$ cat src/rtl/cu_pkg.sv
// rtl/cu_pkg.sv - shared encodings and instruction field layout for the sequencer
package cu_pkg;
    localparam int IR_W_DEF    = 9;
    localparam int PC_W_DEF    = 5;
    localparam int TIMEOUT_DEF = 15;

    localparam int CMD_LSB  = 6;
    localparam int ADR1_LSB = 3;
    localparam int ADR2_LSB = 0;

    localparam logic [2:0] CMD_HALT = 3'b111;

    localparam logic [2:0] ST_IDLE   = 3'd0;
    localparam logic [2:0] ST_FETCH  = 3'd1;
    localparam logic [2:0] ST_DECODE = 3'd2;
    localparam logic [2:0] ST_EXEC   = 3'd3;
    localparam logic [2:0] ST_HALTED = 3'd4;
    localparam logic [2:0] ST_ERR    = 3'd5;

    typedef enum logic [2:0] {
        S_IDLE   = ST_IDLE,
        S_FETCH  = ST_FETCH,
        S_DECODE = ST_DECODE,
        S_EXEC   = ST_EXEC,
        S_HALTED = ST_HALTED,
        S_ERR    = ST_ERR
    } state_t;
endpackage

$ cat src/rtl/cu_if.sv
// rtl/cu_if.sv - instruction memory and control-FSM issue/done bundle
interface cu_if
    import cu_pkg::*;
#(
    parameter int PC_W = PC_W_DEF,
    parameter int IR_W = IR_W_DEF
);
    logic [PC_W-1:0] imem_addr;
    logic [IR_W-1:0] imem_rdata;
    logic [IR_W-1:0] ir;
    logic            ir_valid;
    logic            cu_done;

    modport master (
        output imem_addr, ir, ir_valid,
        input  imem_rdata, cu_done
    );

    modport slave (
        input  imem_addr, ir, ir_valid,
        output imem_rdata, cu_done
    );
endinterface

$ cat src/rtl/cu_watchdog.sv
// rtl/cu_watchdog.sv - counts EXEC cycles and flags a missing done on the last allowed cycle
module cu_watchdog
    import cu_pkg::*;
#(
    parameter int TIMEOUT = TIMEOUT_DEF
) (
    input  logic clk,
    input  logic rst_n,
    input  logic clear,
    input  logic en,
    input  logic done,
    output logic expire
);
    localparam int CW = $clog2(TIMEOUT + 1);

    // cnt_q holds completed EXEC cycles, so the current cycle number is cnt_q+1
    logic [CW-1:0] cnt_q;

    always_ff @(posedge clk or negedge rst_n) begin
        if (!rst_n) begin
            cnt_q <= '0;
        end else if (clear) begin
            cnt_q <= '0;
        end else if (en && (cnt_q != CW'(TIMEOUT))) begin
            cnt_q <= cnt_q + CW'(1);
        end
    end

    assign expire = en && !done && (cnt_q == CW'(TIMEOUT - 1));
endmodule

$ cat src/rtl/cu_sequencer.sv
// rtl/cu_sequencer.sv - program counter, fetch/issue FSM and retire counter for the control FSM
module cu_sequencer
    import cu_pkg::*;
#(
    parameter int IR_W    = IR_W_DEF,
    parameter int PC_W    = PC_W_DEF,
    parameter int TIMEOUT = TIMEOUT_DEF
) (
    input  logic            clk,
    input  logic            Resetn,
    input  logic            run,
    input  logic            step,
    input  logic            halt_req,
    input  logic            pc_load,
    input  logic [PC_W-1:0] pc_load_val,
    output logic [PC_W-1:0] pc,
    output logic            busy,
    output logic            halted,
    output logic            err_timeout,
    output logic [15:0]     instr_count,
    cu_if.master            bus
);
    state_t          state_q;
    logic [PC_W-1:0] pc_q;
    logic [IR_W-1:0] ir_q;
    logic            ir_valid_q;
    logic            busy_q;
    logic            halted_q;
    logic            err_q;
    logic            step_mode_q;
    logic [15:0]     count_q;
    logic            wd_expire;

    cu_watchdog #(.TIMEOUT(TIMEOUT)) u_watchdog (
        .clk    (clk),
        .rst_n  (Resetn),
        .clear  (state_q == S_DECODE),
        .en     (state_q == S_EXEC),
        .done   (bus.cu_done),
        .expire (wd_expire)
    );

    always_ff @(posedge clk or negedge Resetn) begin
        if (!Resetn) begin
            state_q     <= S_IDLE;
            pc_q        <= '0;
            ir_q        <= '0;
            ir_valid_q  <= 1'b0;
            busy_q      <= 1'b0;
            halted_q    <= 1'b0;
            err_q       <= 1'b0;
            step_mode_q <= 1'b0;
            count_q     <= '0;
        end else begin
            ir_valid_q <= 1'b0;
            case (state_q)
                S_IDLE: begin
                    if (pc_load) begin
                        pc_q <= pc_load_val;
                    end else if (run || step) begin
                        state_q     <= S_FETCH;
                        step_mode_q <= !run;
                        busy_q      <= 1'b1;
                    end
                end
                S_FETCH: state_q <= S_DECODE;
                S_DECODE: begin
                    ir_q <= bus.imem_rdata;
                    if (bus.imem_rdata[CMD_LSB +: 3] == CMD_HALT) begin
                        state_q  <= S_HALTED;
                        busy_q   <= 1'b0;
                        halted_q <= 1'b1;
                    end else begin
                        state_q    <= S_EXEC;
                        ir_valid_q <= 1'b1;
                    end
                end
                S_EXEC: begin
                    // done on the final watchdog cycle still retires
                    if (bus.cu_done) begin
                        pc_q <= pc_q + 1'b1;
                        if (count_q != 16'hFFFF) count_q <= count_q + 16'd1;
                        if (halt_req) begin
                            state_q  <= S_HALTED;
                            busy_q   <= 1'b0;
                            halted_q <= 1'b1;
                        end else if (step_mode_q || !run) begin
                            state_q <= S_IDLE;
                            busy_q  <= 1'b0;
                        end else begin
                            state_q <= S_FETCH;
                        end
                    end else if (wd_expire) begin
                        state_q <= S_ERR;
                        busy_q  <= 1'b0;
                        err_q   <= 1'b1;
                    end
                end
                S_HALTED: begin
                    if (pc_load) pc_q <= pc_load_val;
                    // resume needs run to fall first so a held run cannot re-hit HALT
                    if (!run) begin
                        state_q  <= S_IDLE;
                        halted_q <= 1'b0;
                    end
                end
                S_ERR: state_q <= S_ERR;
                default: state_q <= S_IDLE;
            endcase
        end
    end

    assign bus.imem_addr = pc_q;
    assign bus.ir        = ir_q;
    assign bus.ir_valid  = ir_valid_q;
    assign pc            = pc_q;
    assign busy          = busy_q;
    assign halted        = halted_q;
    assign err_timeout   = err_q;
    assign instr_count   = count_q;
endmodule
$ cat src/flat_wrapper.sv
// flat-port wrapper written by rule: the top's interface ports become plain ports
module cu_sequencer_flat import cu_pkg::*;
#(
    parameter int IR_W    = IR_W_DEF,
    parameter int PC_W    = PC_W_DEF,
    parameter int TIMEOUT = TIMEOUT_DEF
)
  (clk, Resetn, run, step, halt_req, pc_load, pc_load_val, pc, busy, halted, err_timeout, instr_count, bus_imem_addr, bus_ir, bus_ir_valid, bus_imem_rdata, bus_cu_done);
  cu_if #(.PC_W(PC_W), .IR_W(IR_W)) bus_i ();
  input  logic clk;
  input  logic Resetn;
  input  logic run;
  input  logic step;
  input  logic halt_req;
  input  logic pc_load;
  input  logic [PC_W-1:0] pc_load_val;
  output logic [PC_W-1:0] pc;
  output logic busy;
  output logic halted;
  output logic err_timeout;
  output logic [15:0] instr_count;
  output wire logic [$bits(bus_i.imem_addr)-1:0] bus_imem_addr;
  output wire logic [$bits(bus_i.ir)-1:0] bus_ir;
  output wire logic [$bits(bus_i.ir_valid)-1:0] bus_ir_valid;
  input wire logic [$bits(bus_i.imem_rdata)-1:0] bus_imem_rdata;
  input wire logic [$bits(bus_i.cu_done)-1:0] bus_cu_done;
  assign bus_imem_addr = bus_i.imem_addr;
  assign bus_ir = bus_i.ir;
  assign bus_ir_valid = bus_i.ir_valid;
  assign bus_i.imem_rdata = bus_imem_rdata;
  assign bus_i.cu_done = bus_cu_done;
  cu_sequencer #(.IR_W(IR_W), .PC_W(PC_W), .TIMEOUT(TIMEOUT)) u_core (.clk(clk), .Resetn(Resetn), .run(run), .step(step), .halt_req(halt_req), .pc_load(pc_load), .pc_load_val(pc_load_val), .pc(pc), .busy(busy), .halted(halted), .err_timeout(err_timeout), .instr_count(instr_count), .bus(bus_i));
endmodule
$ cat config.mk
export PLATFORM = sky130hd
export DESIGN_NAME = cu_sequencer_flat
export DESIGN_NICKNAME = d
export VERILOG_FILES = /design/src/rtl/cu_pkg.sv /design/src/rtl/cu_if.sv /design/src/rtl/cu_watchdog.sv /design/src/rtl/cu_sequencer.sv /design/src/flat_wrapper.sv
export SDC_FILE = /design/constraint.sdc
export NUM_CORES = 1
export LEC_CHECK = 0
export BUFFER_PORTS_ARGS = -buffer_cell sky130_fd_sc_hd__buf_2
export CAP_MARGIN = 20
export CORE_MARGIN = 1.5
export CORE_UTILIZATION = 33
export DETAILED_ROUTE_END_ITERATION = 10
export GPL_TIMING_DRIVEN = 0
export PLACE_DENSITY = 0.62
export REMOVE_ABC_BUFFERS = 1
export SLEW_MARGIN = 20
export SYNTH_ARGS = -nofsm -noshare
export SYNTH_HDL_FRONTEND = slang
export SYNTH_SLANG_ARGS = --single-unit
$ cat constraint.sdc
create_clock -name clk -period 1.75 [get_ports clk]
set_input_delay 0.4375 -clock clk [delete_from_list [all_inputs] [get_ports clk]]
set_output_delay 0.4375 -clock clk [all_outputs]
set_load 0.01 [all_outputs]
Word-level counts from Yosys, hierarchy flattened
Cells that the tools add are included.
- memories: 0
- bits in read-only memories: 0
- logic and storage cells: 82
- RAM bits: 0
- latch bits: 0
- output and inout port bits: 39
- input port bits: 21
- register bits after elaboration: 42
- eq/ne operators: 18
- bitwise operators: 2
- shift-type cells: 0
- div/mod/pow operators: 0
- reductions and logical operators: 20
- muxes and demuxes: 29
- order comparisons: 0
- multiply operators: 0
- $add $sub $neg: 3
- operators with widths (kind ; count):
    2-to-1 mux 3 bit ; 7
    one-hot mux 3 bit (6 select lines) ; 1
    adder 16 x 1 -> 16 bit, second input constant ; 1
    inequality test 16 bit, second input constant ; 1
    2-to-1 mux 1 bit ; 14
    AND reduction 3 bit ; 4
    2-to-1 mux 5 bit ; 2
    one-hot mux 5 bit (2 select lines) ; 1
    == test 3 bit, second input constant ; 3
    2-to-1 mux 4 bit ; 2
    inequality test 2 bit, second input constant ; 4
    == test 3 x 2 -> 1 bit, second input constant ; 2
    inequality test 2 x 1 -> 1 bit, second input constant ; 3
    one-hot mux 1 bit (3 select lines) ; 2
    AND reduction 6 bit ; 1
    nonzero test 3 bit ; 2
    adder 5 x 1 -> 5 bit, second input constant ; 1
    AND reduction 5 bit ; 1
    adder 4 x 1 -> 4 bit, second input constant ; 1
    == test 4 bit, second input constant ; 1
    inequality test 4 x 3 -> 1 bit, second input constant ; 1
    inequality test 4 bit, second input constant ; 1
    AND reduction 4 bit ; 1
    nonzero test 2 bit ; 2
    8 further kinds ; 13

Depth between registers and ports, before layout
Gate-level depths: netlist of the first run.
- depth after elaboration: 6
- depth in mapped cells: 6
- depth with buffers taken out: 6

By module
From an unflattened synthesis of the first run, not the netlist that was laid out.
- cells, all modules: 209
- area, all modules: 2192.1 sq um
- by module, submodules not included (module ; sequential area each (sq um) ; cells an instance ; times used ; area an instance (sq um)):
    cu_sequencer ; 950.9 ; 184 ; 1 ; 1954.4
    cu_watchdog ; 100.1 ; 25 ; 1 ; 237.7

Least setup slack after synthesis of the first run
Ideal clock, no wire load.
- path type: reg-to-reg
- from: register u_core.count_q[0], in the netlist u_core.instr_count[0]
- to: register u_core.count_q[15], in the netlist u_core.instr_count[15]
- data required time: 1624 ps
- path slack: 187 ps
- arrival: 1436 ps
- stages on the path, launching flop included: 6
- clock period less this slack: 1563 ps
- cells stage by stage: dfrtp_1 -> ha_1 -> nand3_1 -> nor2_2 -> and4bb_2 -> xor2_1
- longest elaborated chain between the ends: 2
- elaborated cells on any way between the ends: 3
- ends and longest elaborated chain (element ; line ; text):
    start, declared ; cu_sequencer.sv:31 ; logic [15:0] count_q;
    start signal, assigned ; cu_sequencer.sv:82 ; if (count_q != 16'hFFFF) count_q <= count_q + 16'd1;
    branches (longest 2 deep; another with adder 16 x 1 -> 16 bit) ; -- ;
Several ways; the timed one is not identified.
A chain may end at the register's enable or synchronous reset.

Worst setup path after layout of the first run
- from: register u_core.count_q[0], in the netlist u_core.instr_count[0]
- to: register u_core.count_q[1], in the netlist u_core.instr_count[1]
Same word-level chain as after synthesis.

==> results.json, run 1 <==
{
  "status": "finished clean",
  "yosysSeqAreaShare": 0.488,
  "crit_path_cell_trace": "ha_1 -> nand3_1 -> nor2_4 -> a21oi_2 -> mux2_2",
  "r2r-start": "u_core.instr_count[0]$_DFFE_PN0P_",
  "nFillCells": 638,
  "drt_wl_total_um": 4500,
  "dp_cells": 323,
  "synth_compound_area_frac": 0.130,
  "crit_fanout": 8,
  "grt_pass1_vias": 1578,
  "tightest_slew_ns": 0.455,
  "io_buffers": 59,
  "numCtsBuffers": 5,
  "rsz0062_at_grt": "true",
  "clock_path_buffers": 2,
  "routabilityCongestion": 0.768,
  "p_int_w": 0.00231,
  "clkLatencyLatePin_ns": 0.28,
  "hp-class": "in2async",
  "ioPinCount": 60,
  "fin_crit_sh": 0.931,
  "grt_first_pass_wirelength_um": 7450,
  "synth_fa_ha_area_frac": 0.0232,
  "place.detailed.hpwl_um": 3130,
  "globalRoute.totalOverflow": 0,
  "max_stage_delay_ns": 0.44,
  "vias": 1725,
  "slowest_stage": "dfrtp_1",
  "powerDensity_nw_per_um2": 1410,
  "start_util": 0.341,
  "n_antenna_cell": 0,
  "grtUsageTotal": 0.129,
  "worstSetupPathType": "reg2reg",
  "floorplan.rows": 29,
  "synthCells": 202,
  "core_area_um2": 6310,
  "synth_edf_count": 0,
  "clk_pin_slew_ns": 0.08,
  "final_nets": 282,
  "synth_top_family_by_area": "simple AND/OR/NAND/NOR gates",
  "finalSetupViolCount": 0,
  "postCtsHoldBufs": 0,
  "slew_viol_final": 0,
  "grt_max_degree": 43,
  "cts_tree": "built",
  "leakagePower_nw": 1.22,
  "root_buffer": "clkbuf_8",
  "dieWidth_um": 83.8,
  "synth-simple-area-share": 0.181,
  "clock.fmax_ghz": 0.614,
  "synth.mux.area_fraction": 0.0569,
  "design.die.area_um2": 7020,
  "period_needed_ns": 1.63,
  "drive_gt1_frac": 0.380,
  "p_sw_frac": 0.377,
  "die_h_um": 83.8,
  "layout_commonest_cell": "buf_2",
  "clock-sinks": 42,
  "drt_iter0_markers": 77,
  "ir_drop_uv": 600,
  "required_ns": 1.92,
  "syn-cell-area_um2": 2150,
  "synth-xor-area-share": 0.0691,
  "area_growth_pct": 21.6,
  "drv_cap": 0,
  "fin_util": 0.415,
  "ys_async_sr_fraction": 1.00,
  "pwr-share-clk": 0.170,
  "viasPerCell": 5.15,
  "cp-start-kind": "flip-flop",
  "hold_viol": 0,
  "whs_ns": 0.0353,
  "final_antenna_net_count": 0,
  "first_pass_iters": 4,
  "r2r_slack_ns": 0.12,
  "rr_endpoint": "u_core.instr_count[1]$_DFFE_PN0P_",
  "endpoint_kind": "flip-flop",
  "layoutNonFillerInstCount": 335,
  "finalPower_w": 0.00371,
  "yosysWarnings": 0,
  "rr_worst_depth": 5,
  "synth_ff_type": "dfrtp_1",
  "relSlewSlack": 0.696,
  "syn_area_per_cell_um2": 10.7,
  "most-common-layout-cells": "59 x buf_2, 39 x dfrtp_1, 16 x nor2_1",
  "setup_ws_ns": 0.122,
  "worst-endpoint-arrival_ns": 1.80,
  "pre_cts_ws_ns": -0.331,
  "seqPwrFrac": 0.450,
  "drc": 0,
  "combPwrFrac": 0.379,
  "post_drt_wl_per_cell_um": 13.4,
  "final.setup_skew_ns": 0.00305,
  "synth.distinct_cells": 50,
  "power.net_switching_w": 0.00140,
  "cts.htree.levels": 2,
  "ys_ff_latch": 42,
  "grt_antenna_before_repair": 0
}
[cells in the mapped netlist, drive strengths merged, types with 2 or more instances]
library cell	n	share of area
o21ai	4	0.0093
buf	12	0.036
nand4b	3	0.015
mux2	10	0.052
and3	2	0.0058
xor2	7	0.028
a31o	2	0.0081
or3	2	0.0064
o22ai	3	0.0087
xnor2	10	0.041
nand4	8	0.023
nor3	2	0.0046
dfrtp	42	0.49
inv	6	0.010
ha	4	0.023
clkbuf	3	0.0052
a31oi	5	0.015
a21oi	10	0.027
o32ai	2	0.0081
nor4	2	0.0058
o211ai	3	0.010
nand2	8	0.014
nor3b	2	0.0093
nand3	11	0.028
or4	2	0.0070
nor2	20	0.038
[routing by layer]
layer,vias up,wire length (um),track usage
li1,849,-,-
met1,830,2210,0.178
met2,41,2060,0.205
met3,5,176,0.0237
met4,0,56,0.0402
met5,-,0,0
[worst max-delay path by stage]
| stage | from | to | cells past startpoint |
|---|---|---|---|
| after floorplan | u_core.state_q[0]$_DFFE_PN0P_ | u_core.instr_count[9]$_DFFE_PN0P_ | 4 |
| after global placement | u_core.state_q[0]$_DFFE_PN0P_ | u_core.instr_count[11]$_DFFE_PN0P_ | 4 |
| after detailed placement | u_core.state_q[1]$_DFFE_PN0P_ | u_core.state_q[0]$_DFFE_PN0P_ | 4 |
| after CTS | u_core.state_q[1]$_DFFE_PN0P_ | u_core.state_q[0]$_DFFE_PN0P_ | 4 |
| after global routing | u_core.instr_count[0]$_DFFE_PN0P_ | u_core.instr_count[15]$_DFFE_PN0P_ | 5 |
| final | u_core.instr_count[0]$_DFFE_PN0P_ | u_core.instr_count[1]$_DFFE_PN0P_ | 5 |
[layout make-up]
type | count | area (um^2) | area share
Tap cell | 77 | 96.3 | 0.0368
Clock inverter | 1 | 5.00 | 0.00191
Timing Repair Buffer | 63 | 338 | 0.129
Multi-Input combinational cell | 139 | 1010 | 0.387
Sequential cell | 42 | 1060 | 0.404
Inverter | 6 | 22.5 | 0.00860
Clock buffer | 7 | 86.3 | 0.0330
[metrics by stage]
step | area (um^2) | TNS, ns
after floorplan | 2070 | -0.0738
after global placement | 2460 | -5.94
after detailed placement | 2460 | -6.08
after CTS | 2570 | 0
after global routing | 2620 | -0.0174
final | 2620 | 0
[critical path: cells and delay by family, from the launching register on]
kind / cells / cell delay (ns)
AO/OA/AOI/OAI: 1 / 0.20
AND/OR/NAND/NOR: 2 / 0.27
adder cells (fa/ha/maj): 1 / 0.26
multiplexers: 1 / 0.35
flip-flops: 1 / 0.44
[timing repair]
item / 4_1_cts / 5_1_grt
setup endpoints to repair: 28 / 14
gates resized for setup: 4 / 4
buffers inserted: 1 / 2
[power by group through the flow]
stage | combinational, W | clock, W | sequential (W)
after floorplan | 0.000733 | 0 | 0.00174
after global placement | 0.00133 | 0 | 0.00164
after detailed placement | 0.00136 | 0 | 0.00166
after CTS | 0.00139 | 0.000667 | 0.00166
after global routing | 0.00156 | 0.000702 | 0.00173
final | 0.00141 | 0.000631 | 0.00167
[flip-flops by register name, indices dropped and copies added (netlist names)]
name / flops
u_core.bus.ir_valid: 1
u_core.state_q: 3
u_core.instr_count: 16
u_core.u_watchdog.cnt_q: 4
u_core.busy: 1
u_core.err_timeout: 1
u_core.bus.imem_addr: 5
u_core.step_mode_q: 1
u_core.halted: 1
u_core.bus.ir: 9
[logic make-up (layout without fill, tap and decap cells)]
group,Yosys count,after routing
compound gates,39,39
xor+xnor,17,17
fa+ha+maj,4,4
buf+inv,21,77
flops,42,42
mux,11,11
simple gates,68,68
Note: power is estimated with default switching activity, not from simulation.
==> run 2, diff against run 1 <==
--- a/config.mk
+++ b/config.mk
@@ -5,7 +5,7 @@
 export SDC_FILE = /design/constraint.sdc
 export NUM_CORES = 1
 export LEC_CHECK = 0
-export BUFFER_PORTS_ARGS = -buffer_cell sky130_fd_sc_hd__buf_2
+export BUFFER_PORTS_ARGS = -buffer_cell sky130_fd_sc_hd__buf_4
 export CAP_MARGIN = 20
 export CORE_MARGIN = 1.5
 export CORE_UTILIZATION = 33
@@ -13,6 +13,7 @@
 export GPL_TIMING_DRIVEN = 0
 export PLACE_DENSITY = 0.62
 export REMOVE_ABC_BUFFERS = 1
+export SKIP_LAST_GASP = 1
 export SLEW_MARGIN = 20
 export SYNTH_ARGS = -nofsm -noshare
 export SYNTH_HDL_FRONTEND = slang
==> run 2 against run 1 <==
Effect of this change: routed wire length increased by 6.3%; combinational power increased by 12%; worst setup slack got worse by 0.021 ns; largest power group unchanged.
==> results.json, run 2 (same netlist as run 1, synthesis figures left out) <==
{
  "status": "finished clean",
  "first_pass_iters": 4,
  "cp-start-kind": "flip-flop",
  "globalRoute.totalOverflow": 0,
  "slew_viol_final": 0,
  "postCtsHoldBufs": 0,
  "hold_viol": 0,
  "rsz0062_at_grt": "true",
  "tightest_slew_ns": 0.539,
  "io_buffers": 59,
  "ioPinCount": 60,
  "drive_gt1_frac": 0.377,
  "design.die.area_um2": 7020,
  "clock.fmax_ghz": 0.606,
  "place.detailed.hpwl_um": 3270,
  "grt_max_degree": 43,
  "worstSetupPathType": "reg2reg",
  "root_buffer": "clkbuf_8",
  "final_nets": 282,
  "powerDensity_nw_per_um2": 1410,
  "most-common-layout-cells": "63 x buf_4, 39 x dfrtp_1, 17 x nor2_1",
  "pwr-share-clk": 0.153,
  "layoutNonFillerInstCount": 334,
  "routabilityCongestion": 0.762,
  "p_int_w": 0.00243,
  "drt_iter0_markers": 110,
  "post_drt_wl_per_cell_um": 14.3,
  "drt_wl_total_um": 4780,
  "p_sw_frac": 0.372,
  "vias": 1749,
  "seqPwrFrac": 0.437,
  "leakagePower_nw": 1.25,
  "ir_drop_uv": 652,
  "largest_reg_flops": 16,
  "cts_tree": "built",
  "drv_cap": 0,
  "grtUsageTotal": 0.139,
  "start_util": 0.341,
  "clkLatencyLatePin_ns": 0.28,
  "grt_pass1_vias": 1628,
  "floorplan.rows": 29,
  "cts.htree.levels": 2,
  "clock-sinks": 42,
  "dp_cells": 323,
  "relSlewSlack": 0.641,
  "final.setup_skew_ns": 0.00336,
  "worst-endpoint-arrival_ns": 1.86,
  "finalSetupViolCount": 0,
  "period_needed_ns": 1.65,
  "area_growth_pct": 27.1,
  "hp-class": "in2async",
  "grt_use_met1": 0.190,
  "clk_pin_slew_ns": 0.08,
  "finalSetupTns_ns": 0,
  "layout_commonest_cell": "buf_4",
  "final_antenna_net_count": 0,
  "endpoint_kind": "flip-flop",
  "required_ns": 1.96,
  "power.net_switching_w": 0.00144,
  "n_antenna_cell": 0,
  "crit_fanout": 18,
  "drc": 0,
  "die_h_um": 83.8,
  "grt_antenna_before_repair": 0,
  "grt.met3_usage": 0.0267,
  "clock_path_buffers": 2,
  "numCtsBuffers": 5,
  "viasPerCell": 5.24,
  "combPwrFrac": 0.410,
  "grt_first_pass_wirelength_um": 7910,
  "core_area_um2": 6310,
  "fin_crit_sh": 0.942,
  "busiest_layer": "met2",
  "dieWidth_um": 83.8,
  "grt.met2_usage": 0.220
}
[run 2: changes by cell type in the layout (fill, tap and decap cells not counted)]
cell      before  now
clkbuf_8       6    5
buf_12         1    0
nor2_2         3    2
buf_4          3   63
dfrtp_2        2    3
dfrtp_4        1    0
clkbuf_1       1    0
nor2_1        16   17
buf_2         59    0
clkinv_2       1    2
[run 2: path summary, 6_finish.rpt]
path | slack [ns] | startpoint | cells after the start | end
worst max-delay path | 0.10 | u_core.state_q[0]$_DFFE_PN0P_ | 4 | u_core.instr_count[11]$_DFFE_PN0P_
worst min-delay path | 0.12 | Resetn | 1 | u_core.bus.imem_addr[3]$_DFFE_PN0P_
worst max register to register | 0.10 | u_core.state_q[0]$_DFFE_PN0P_ | 4 | u_core.instr_count[11]$_DFFE_PN0P_
worst min register to register | 0.47 | u_core.err_timeout$_DFFE_PN0P_ | 1 | u_core.err_timeout$_DFFE_PN0P_
max in group asynchronous | 1.22 | Resetn | 1 | u_core.state_q[1]$_DFFE_PN0P_
min in group clk | 0.37 | run | 2 | u_core.step_mode_q$_DFFE_PN0P_
[run 2: power by group through the flow]
stage	Clock (W)	Sequential, W	Combinational (W)
after detailed placement	0	0.00168	0.00154
after global placement	0	0.00166	0.00150
after floorplan	0	0.00174	0.000733
after global routing	0.000644	0.00175	0.00174
final	0.000591	0.00169	0.00158
after CTS	0.000623	0.00169	0.00161
[run 2: cell type report]
cell class                      count  area, um^2
Fill cell                         643        3580
Sequential cell                    42        1050
Multi-Input combinational cell    139        1010
Timing Repair Buffer               63         473
Tap cell                           77        96.3
Clock buffer                        5        68.8
Inverter                            6        22.5
Clock inverter                      2        10.0
[run 2: critical path, cell delays in order, from the launching register on]
cell and delay [ns]:
dfrtp_2 0.59, nand4b_4 0.17, or4_1 0.52, a21oi_2 0.13, xor2_1 0.16
[run 2: layer usage]
| metal | part of all wire | up-vias |
|---|---|---|
| li1 | - | 847 |
| met1 | 0.47 | 853 |
| met2 | 0.47 | 47 |
| met3 | 0.047 | 2 |
| met4 | 0.0073 | 0 |
| met5 | 0 | - |
[run 2: repair_timing]
action | in CTS | in global routing
resized for setup | 4 | 2
buffers inserted | 4 | 0
endpoints found under the setup margin | 28 | 3
[run 2: through the flow]
stage / hold slack, ns / power (W) / setup WS, ns / util / instance area, um^2
finish: 0.125 / 0.00387 / 0.101 / 0.434 / 2740
global route: 0.177 / 0.00414 / -0.0443 / 0.434 / 2740
CTS: 0.150 / 0.00392 / 0.0538 / 0.433 / 2730
detailed placement: 0.460 / 0.00322 / -0.370 / 0.413 / 2610
global placement: 0.464 / 0.00316 / -0.368 / 0.413 / 2610
floorplan: 0.142 / 0.00248 / -0.0396 / - / 2070
==> run 3, diff against run 2 <==
==> constraint.sdc (replaced) <==
create_clock -name clk -period 1.75 [get_ports clk]
set_input_delay 0.175 -clock clk [delete_from_list [all_inputs] [get_ports clk]]
set_output_delay 0.175 -clock clk [all_outputs]
set_load 0.01 [all_outputs]
==> run 3 against run 2 <==
Effect of this change: worst hold slack worse by 0.012 ns; clock power about the same; first-iteration DRC count decreased by 18%; sequential share of layout area is 0.14 points lower; largest cell class unchanged.
==> results.json, run 3 (same netlist as run 1, synthesis figures left out) <==
{
  "drt_wl_total_um": 4790,
  "multi_input_area_um2": 1010,
  "crit_path_cell_trace": "nand4b_4 -> or4_1 -> a21oi_2 -> xor2_1",
  "p_sw_frac": 0.372,
  "hold_viol": 0,
  "routabilityCongestion": 0.762,
  "worst-endpoint-arrival_ns": 1.86,
  "core_area_um2": 6310,
  "vias": 1761,
  "cts.htree.levels": 2,
  "clk_pin_slew_ns": 0.08,
  "endpoint_kind": "flip-flop",
  "sequential_cell_area_um2": 1050,
  "clock_path_buffers": 2,
  "slowest_stage": "dfrtp_2",
  "p_int_w": 0.00243,
  "clock-sinks": 42,
  "period_needed_ns": 1.65,
  "crit_fanout": 18,
  "first_pass_iters": 4,
  "globalRoute.totalOverflow": 0,
  "layout_commonest_cell": "buf_4",
  "postLayoutCellArea_um2": 2750,
  "finalSetupViolCount": 0,
  "finalSetupTns_ns": 0,
  "required_ns": 1.96,
  "combPwrFrac": 0.410,
  "io_buffers": 59,
  "whs_ns": 0.113,
  "ir_drop_uv": 652,
  "max_stage_delay_ns": 0.59,
  "critical_path_buf_inv_count": 0,
  "seqPwrFrac": 0.437,
  "cts_tree": "built",
  "area_growth_pct": 27.5,
  "drive_gt1_frac": 0.376,
  "r2r-start": "u_core.state_q[0]$_DFFE_PN0P_",
  "clock.fmax_ghz": 0.606,
  "most-common-layout-cells": "63 x buf_4, 39 x dfrtp_1, 17 x nor2_1",
  "place.detailed.hpwl_um": 3270,
  "grtUsageTotal": 0.139,
  "fin_crit_sh": 0.943,
  "final_nets": 283,
  "pwr-share-clk": 0.152,
  "layoutNonFillerInstCount": 335,
  "numCtsBuffers": 5,
  "status": "finished clean",
  "tightest_slew_ns": 0.540,
  "whs_path_depth": 2,
  "grt_pass1_vias": 1628,
  "root_buffer": "clkbuf_8",
  "post_drt_wl_per_cell_um": 14.3,
  "worstHoldStart": "run",
  "hp-class": "in2reg",
  "final.setup_skew_ns": 0.00340,
  "drc": 0,
  "drv_cap": 0,
  "n_antenna_cell": 0,
  "dieWidth_um": 83.8,
  "start_util": 0.341,
  "slew_viol_final": 0,
  "cpLargestDelayFamily": "simple AND/OR/NAND/NOR gates",
  "ioPinCount": 60,
  "relSlewSlack": 0.640,
  "post_dp_cell_area_um2": 2610,
  "worstSetupPathType": "reg2reg",
  "dp_cells": 323,
  "rr_worst_depth": 4,
  "powerDensity_nw_per_um2": 1410,
  "clkLatencyLatePin_ns": 0.28,
  "leakagePower_nw": 1.25,
  "largest_reg_flops": 16,
  "nFillCells": 642,
  "viasPerCell": 5.26,
  "floorplan.rows": 29,
  "drt_iter0_markers": 90,
  "die_h_um": 83.8,
  "grt_first_pass_wirelength_um": 7910,
  "cp-start-kind": "flip-flop",
  "design.die.area_um2": 7020,
  "final_antenna_net_count": 0,
  "grt_max_degree": 43,
  "cp-startpoint": "u_core.state_q[0]$_DFFE_PN0P_",
  "crit_cells": 4,
  "rsz0062_at_grt": "true",
  "power.net_switching_w": 0.00144,
  "grt_antenna_before_repair": 0
}
## run 3: changes by cell type in the layout (fill, tap and decap cells not counted)
| cell | before | now |
|---|---|---|
| dlygate4sd3_1 | 0 | 1 |
## run 3: worst paths after layout
kind                                                             to  slack, ns
worst max register to register   u_core.instr_count[11]$_DFFE_PN0P_       0.10
worst max-delay path             u_core.instr_count[11]$_DFFE_PN0P_       0.10
max in group asynchronous             u_core.state_q[1]$_DFFE_PN0P_       0.95
worst min register to register       u_core.err_timeout$_DFFE_PN0P_       0.47
min in group asynchronous       u_core.bus.imem_addr[3]$_DFFE_PN0P_       0.40
worst min-delay path                 u_core.step_mode_q$_DFFE_PN0P_       0.11
## run 3: routing by layer
metal | wire (um) | vias up | GRT usage
met1 | 2270 | 869 | 0.190
li1 | - | 848 | -
met5 | 0 | - | 0
met3 | 203 | 2 | 0.0267
met2 | 2280 | 42 | 0.220
met4 | 35 | 0 | 0.0492
## run 3: layout make-up
class / count / share of cell area
Inverter: 6 / 0.00820
Clock inverter: 2 / 0.00364
Timing Repair Buffer: 64 / 0.176
Multi-Input combinational cell: 139 / 0.368
Clock buffer: 5 / 0.0250
Tap cell: 77 / 0.0351
Sequential cell: 42 / 0.384
## run 3: per-stage QoR
step                setup slack, ns  utilization  total power, W
floorplan                   -0.0396            -         0.00248
finish                        0.100        0.435         0.00387
detailed placement           -0.370        0.413         0.00322
global placement             -0.368        0.413         0.00316
CTS                          0.0538        0.434         0.00392
global route                -0.0443        0.435         0.00414
## run 3: power by group through the flow
stage / Sequential [W] / Combinational, W / Clock [W]
floorplan: 0.00174 / 0.000733 / 0
global placement: 0.00166 / 0.00150 / 0
detailed placement: 0.00168 / 0.00154 / 0
CTS: 0.00169 / 0.00161 / 0.000623
global route: 0.00175 / 0.00175 / 0.000644
finish: 0.00169 / 0.00159 / 0.000590
## run 3: repair_timing
item,in CTS,in global routing
hold endpoints to repair,42,0
hold buffers,1,0
buffers inserted,4,0
gates resized for setup,4,2
endpoints found under the setup margin,28,3
